**config.mk**
```make
export PLATFORM = sky130hd
export DESIGN_NAME = seg7_scan
export DESIGN_NICKNAME = d
export VERILOG_FILES = /design/src/rtl/seg7_scan.sv
export SDC_FILE = /design/constraint.sdc
export NUM_CORES = 1
export LEC_CHECK = 0
export ABC_AREA = 0
export CAP_MARGIN = 20
export CORE_MARGIN = 5
export CORE_UTILIZATION = 30
export CTS_BUF_LIST = sky130_fd_sc_hd__clkbuf_16
export CTS_CLUSTER_DIAMETER = 80
export DETAILED_ROUTE_END_ITERATION = 12
export PLACE_DENSITY = 0.61
export SYNTH_ARGS = -nofsm -noshare
export SYNTH_HDL_FRONTEND = slang
export SYNTH_SLANG_ARGS = --single-unit
```
**constraint.sdc**
```tcl
create_clock -name CLK -period 2.8 [get_ports CLK]
set_clock_uncertainty 0.2 [all_clocks]
set_input_delay 0.84 -clock CLK [delete_from_list [all_inputs] [get_ports CLK]]
set_output_delay 0.84 -clock CLK [all_outputs]
set_load 0.02 [all_outputs]
```
**src/rtl/seg7_scan.sv**
```systemverilog
// seg7_scan: multiplexed 7-segment driver stepped by rising edges of a
// divided scan clock. It blanks all anodes between digits to avoid ghosting
// and latches display data once per frame so a frame never tears.
module seg7_scan #(
   parameter int NUM_DIGITS   = 8,
   parameter int BLANK_CYCLES = 4,
   parameter int ACTIVE_LOW   = 1
) (
   input  logic                    CLK,
   input  logic                    RST,
   input  logic                    SCAN_CLK,
   input  logic [4*NUM_DIGITS-1:0] DATA,
   input  logic [NUM_DIGITS-1:0]   DP_EN,
   input  logic                    LZ_BLANK,
   output logic [NUM_DIGITS-1:0]   AN,
   output logic [6:0]              SEG,
   output logic                    DP,
   output logic                    FRAME
);

   localparam int DW = (NUM_DIGITS > 1) ? $clog2(NUM_DIGITS) : 1;
   localparam int BW = (BLANK_CYCLES > 1) ? $clog2(BLANK_CYCLES) : 1;
   localparam logic [DW-1:0] LAST_DIG   = DW'(NUM_DIGITS - 1);
   localparam logic [BW-1:0] BLANK_INIT = BW'(BLANK_CYCLES - 1);
   localparam bit            INV        = (ACTIVE_LOW != 0);

   typedef enum logic [1:0] {S_IDLE, S_BLANK, S_SHOW} state_t;

   state_t                  state_q, state_d;
   logic [DW-1:0]           dig_q, dig_d;
   logic [BW-1:0]           bcnt_q, bcnt_d;
   logic                    scan_q;
   logic [4*NUM_DIGITS-1:0] data_sh_q, data_sh_d;
   logic [NUM_DIGITS-1:0]   dpen_sh_q, dpen_sh_d;
   logic                    lz_sh_q, lz_sh_d;
   logic                    frame_pend_q, frame_pend_d;
   logic                    frame_q, frame_d;
   logic [NUM_DIGITS-1:0]   an_q, an_d;
   logic [6:0]              seg_q, seg_d;
   logic                    dp_q, dp_d;

   logic                    tick;
   logic                    advance;
   logic                    wrap;
   logic [3:0]              nib_cur;
   logic                    dp_cur;
   logic                    upper_zero;
   logic                    blank_cur;
   logic [NUM_DIGITS-1:0]   onehot;

   function automatic logic [6:0] hex7(input logic [3:0] n);
      case (n)
         4'h0: hex7 = 7'h3F;  4'h1: hex7 = 7'h06;
         4'h2: hex7 = 7'h5B;  4'h3: hex7 = 7'h4F;
         4'h4: hex7 = 7'h66;  4'h5: hex7 = 7'h6D;
         4'h6: hex7 = 7'h7D;  4'h7: hex7 = 7'h07;
         4'h8: hex7 = 7'h7F;  4'h9: hex7 = 7'h6F;
         4'hA: hex7 = 7'h77;  4'hB: hex7 = 7'h7C;
         4'hC: hex7 = 7'h39;  4'hD: hex7 = 7'h5E;
         4'hE: hex7 = 7'h79;  4'hF: hex7 = 7'h71;
      endcase
   endfunction

   // Scan clock shares the CLK source, so a plain one-flop edge detect suffices.
   assign tick = SCAN_CLK & ~scan_q;

   // Select the current digit's shadow nibble/DP and decide leading-zero blanking.
   always_comb begin
      nib_cur    = 4'h0;
      dp_cur     = 1'b0;
      upper_zero = 1'b1;
      onehot     = '0;
      for (int i = 0; i < NUM_DIGITS; i++) begin
         if (DW'(i) == dig_q) begin
            nib_cur   = data_sh_q[4*i +: 4];
            dp_cur    = dpen_sh_q[i];
            onehot[i] = 1'b1;
         end
         if (i >= int'(dig_q) && data_sh_q[4*i +: 4] != 4'h0)
            upper_zero = 1'b0;
      end
      blank_cur = lz_sh_q && (dig_q != '0) && upper_zero;
   end

   // Next-state: advance on an accepted tick, count out the blank gap, then show.
   always_comb begin
      state_d      = state_q;
      dig_d        = dig_q;
      bcnt_d       = bcnt_q;
      data_sh_d    = data_sh_q;
      dpen_sh_d    = dpen_sh_q;
      lz_sh_d      = lz_sh_q;
      advance      = 1'b0;
      wrap         = (dig_q == LAST_DIG);
      case (state_q)
         S_IDLE, S_SHOW: advance = tick;
         S_BLANK: begin
            // ticks arriving while blanking are intentionally discarded
            if (bcnt_q == '0) state_d = S_SHOW;
            else              bcnt_d  = bcnt_q - BW'(1);
         end
         default: state_d = S_IDLE;
      endcase
      if (advance) begin
         dig_d   = wrap ? '0 : dig_q + DW'(1);
         bcnt_d  = BLANK_INIT;
         state_d = S_BLANK;
         if (wrap) begin
            data_sh_d = DATA;
            dpen_sh_d = DP_EN;
            lz_sh_d   = LZ_BLANK;
         end
      end
      frame_pend_d = advance && wrap;
      frame_d      = frame_pend_q;
   end

   // Output decode from registered state only; inactive outside SHOW.
   always_comb begin
      an_d  = {NUM_DIGITS{INV}};
      seg_d = {7{INV}};
      dp_d  = INV;
      if (state_q == S_SHOW) begin
         an_d  = onehot ^ {NUM_DIGITS{INV}};
         seg_d = (blank_cur ? 7'h00 : hex7(nib_cur)) ^ {7{INV}};
         dp_d  = dp_cur ^ INV;
      end
   end

   // All state and outputs; async reset forces outputs inactive immediately.
   always_ff @(posedge CLK or posedge RST) begin
      if (RST) begin
         state_q      <= S_IDLE;
         dig_q        <= LAST_DIG;
         bcnt_q       <= '0;
         scan_q       <= 1'b0;
         data_sh_q    <= '0;
         dpen_sh_q    <= '0;
         lz_sh_q      <= 1'b0;
         frame_pend_q <= 1'b0;
         frame_q      <= 1'b0;
         an_q         <= {NUM_DIGITS{INV}};
         seg_q        <= {7{INV}};
         dp_q         <= INV;
      end else begin
         state_q      <= state_d;
         dig_q        <= dig_d;
         bcnt_q       <= bcnt_d;
         scan_q       <= SCAN_CLK;
         data_sh_q    <= data_sh_d;
         dpen_sh_q    <= dpen_sh_d;
         lz_sh_q      <= lz_sh_d;
         frame_pend_q <= frame_pend_d;
         frame_q      <= frame_d;
         an_q         <= an_d;
         seg_q        <= seg_d;
         dp_q         <= dp_d;
      end
   end

   assign AN    = an_q;
   assign SEG   = seg_q;
   assign DP    = dp_q;
   assign FRAME = frame_q;

endmodule

```
==> results.py <==
metrics = {
    "logic_synthesis": {
        "async_reset_ff_frac": 1.00,
        "yosys.area_share.adder": 0.0413,
        "synthXorXnorAreaFrac": 0.00263,
        "synthSimpleGateAreaFrac": 0.141,
        "synthFlopType": "dfrtp_1",
        "ys_ff_latch": 67,
        "synth_top_area_cell": "dfrtp_1",
        "yosys_warnings": 0,
        "synthMuxAreaShare": 0.142,
        "synth_top_family_by_area": "multiplexers",
        "synthDistinctLibCells": 53,
        "seq_area_frac_synth": 0.511,
        "syn_inst": 292,
        "synth.net_count": 347,
        "ys_top_cells_by_area": "dfrtp_1, dfstp_2, mux2_2",
        "synthTopCellsByCount": "dfrtp_1, mux2_2, nand3_1",
        "synth_compound_area_frac": 0.119,
        "yosysMostFrequentCell": "dfrtp_1",
        "synth-edff-count": 0,
        "synth_area_mm2": 0.00333,
        "synth_area_per_cell_um2": 11.4,
        "synth.top_cell.area_share": 0.361,
    },
    "setup_path": {
        "cpMostUsedCell": "buf_4",
        "path_buf_inv": 3,
        "cp.required_ps": 2870,
        "path_cells": "buf_4 > ha_1 > ha_4 > buf_4 > or4_1 > a31oi_2 > nor3_2 > buf_4 > o31a_1 > nand4_1",
        "worstSetupEndpointType": "flip-flop",
        "cpPeakStageDelay_ps": 540,
        "reg2reg_depth": 10,
        "crit_arrival_ps": 2780,
        "r2r_setup_slack_ps": 80,
        "r2r_end": "SEG[3]",
        "rr_startpoint": "dig_q[0]",
        "crit_type": "reg -> reg",
        "crit_fanout": 10,
        "cp_slowest_cell": "or4_1",
        "critical_path.top_delay_family": "simple AND/OR/NAND/NOR gates",
        "start_kind": "flip-flop",
        "crit_start": "dig_q[0]",
    },
    "die": {
        "fp.dieH_um": 115,
        "io_pins": 61,
        "die_area_mm2": 0.0133,
        "fp.dieW_um": 115,
        "rows": 38,
        "core-area_mm2": 0.0108,
        "initial_core_util": 0.307,
    },
    "route": {
        "routed_wl_um": 8240,
        "dr.first_iter.drc_count": 119,
        "ant_nets": 0,
        "vias": 2555,
        "drcViolationCount": 0,
        "vias_per_cell": 4.85,
        "wl_per_cell_um": 15.6,
        "first_pass_iters": 4,
    },
    "power_and_ir_drop": {
        "irDropWorstVdd_mv": 0.453,
        "p_leak_nw": 1.96,
        "power.density_mw_per_mm2": 1180,
        "design_power_total_mw": 5.55,
    },
    "timing": {
        "period_share": 0.970,
        "maxSlewViolCount": 0,
        "tns_ps": 0,
        "worstMarginPinSlew_ps": 928,
        "max_clock_freq_ghz": 0.368,
        "relSlewSlack": 0.379,
        "finalSetupViolCount": 0,
        "hold_viol": 0,
        "hold_slack_ps": 146,
        "period_minus_slack_ps": 2720,
    },
    "hold_path": {
        "min_to": "FRAME",
        "hold_path_class": "reg -> reg",
        "hold_start": "frame_d",
        "min_path_cells": 0,
    },
    "cells_and_area": {
        "num_antenna_cells": 0,
        "utilization": 0.432,
        "drive_above_1_share": 0.323,
        "nets": 437,
        "area_growth_pct": 40.7,
        "postLayoutCellArea_mm2": 0.00469,
    },
    "clocking": {
        "h-tree-depth": 3,
        "clock-sinks": 67,
        "cts_tree": "built",
        "clockBufferDepth": 2,
        "numCtsBuffers": 9,
        "clock_latency_ps": 330,
        "path_clk_slew_ps": 50,
        "root_buffer": "clkbuf_16",
    },
    "grt": {
        "grt.overflow.total": 0,
        "antenna_found_initial": 0,
        "grt_pass1_wl_um": 13700,
        "track_usage": 0.134,
        "grt_pass1_vias": 2615,
        "grt_max_degree": 68,
    },
    "place": {
        "placed_area_mm2": 0.00429,
        "gp_congestion": 0.843,
        "hpwl_um": 6120,
        "port_buffers": 60,
    },
    "job": {
        "drv_cap": 0,
    },
    "status": {
        "status": "finished, final reports clean",
    },
}
[cells by family after synthesis]
logic type	count (synthesis)
compound gates	56
flops	67
simple gates	86
buf+inv	29
xor+xnor	1
mux	42
fa+ha+maj	11
[cell usage in the layout (no fill, tap or decap), types with 4 or more instances in the layout]
cell type / n
buf_4: 33
nand3_1: 20
clkbuf_16: 9
inv_2: 4
nor4_1: 6
mux2_2: 34
a21oi_1: 8
mux2_1: 8
dfrtp_1: 48
nor2_1: 6
nand4b_1: 4
ha_1: 8
dfstp_2: 19
a31oi_1: 4
nor2b_1: 4
nand2b_1: 6
inv_1: 9
nand2_1: 19
o21ai_0: 11
clkdlybuf4s50_1: 60
[worst max-delay path by stage]
| stage | end | slack (ps) | cells past startpoint |
|---|---|---|---|
| 6_report | SEG[3] | 80 | 10 |
| 5_1_grt | SEG[3] | -10 | 10 |
| 4_1_cts | SEG[3] | 8 | 10 |
| 3_5_place_dp | SEG[3] | 20 | 10 |
| 3_3_place_gp | SEG[3] | 40 | 10 |
| 2_1_floorplan | SEG[3] | 1 | 13 |
[what timing repair did]
action                     4_1_cts  5_1_grt
setup endpoints to repair        1        7
buffers inserted                 0        4
pin swaps                        0        2
cloned                           0        1
gates resized for setup          1       13
hold buffers                     0        0
[registers in the layout, indices dropped and copies added, names as in the netlist, 2 cells and up]
signal and count:
dpen_sh_q 8, state_q 2, dig_q 3, bcnt_q 2
data_sh_q 32, AN 8, SEG 7
[report_power, final]
group / switching, mW / leakage [nW] / internal [mW]
Combinational: 1.40 / 1.00 / 1.35
Sequential: 0.305 / 0.801 / 1.41
Clock: 0.400 / 0.152 / 0.678
[worst reg2reg max path, cell delays in order, from the launching register on]
cell	delay, ps
dfstp_2	380
buf_4	130
ha_1	230
ha_4	190
buf_4	170
or4_1	540
a31oi_2	190
nor3_2	80
buf_4	180
o31a_1	280
nand4_1	90
[layer usage]
| layer | up-vias | global-route usage | wire length, um |
|---|---|---|---|
| met4 | 0 | 0.0516 | 146 |
| met1 | 1232 | 0.190 | 4030 |
| met5 | - | 0 | 0 |
| met3 | 12 | 0.0416 | 452 |
| li1 | 1245 | - | - |
| met2 | 66 | 0.189 | 3610 |
[layout make-up]
type	count	area, um^2
clock buffers	9	225
clock inverters	7	61.3
fillers	1054	6150
inverters	11	41.3
multi-input cells	196	1570
flip-flops and latches	67	1700
well taps	140	175
repair buffers	97	911
[metrics by stage]
stage / setup WS, ps / cells
after floorplan: 1.12 / 292
after global placement: 36.6 / 506
after detailed placement: 20.1 / 506
after CTS: 8.12 / 522
after global routing: -12.3 / 527
final: 83.1 / 527
Power figures use the tool's default switching activity.
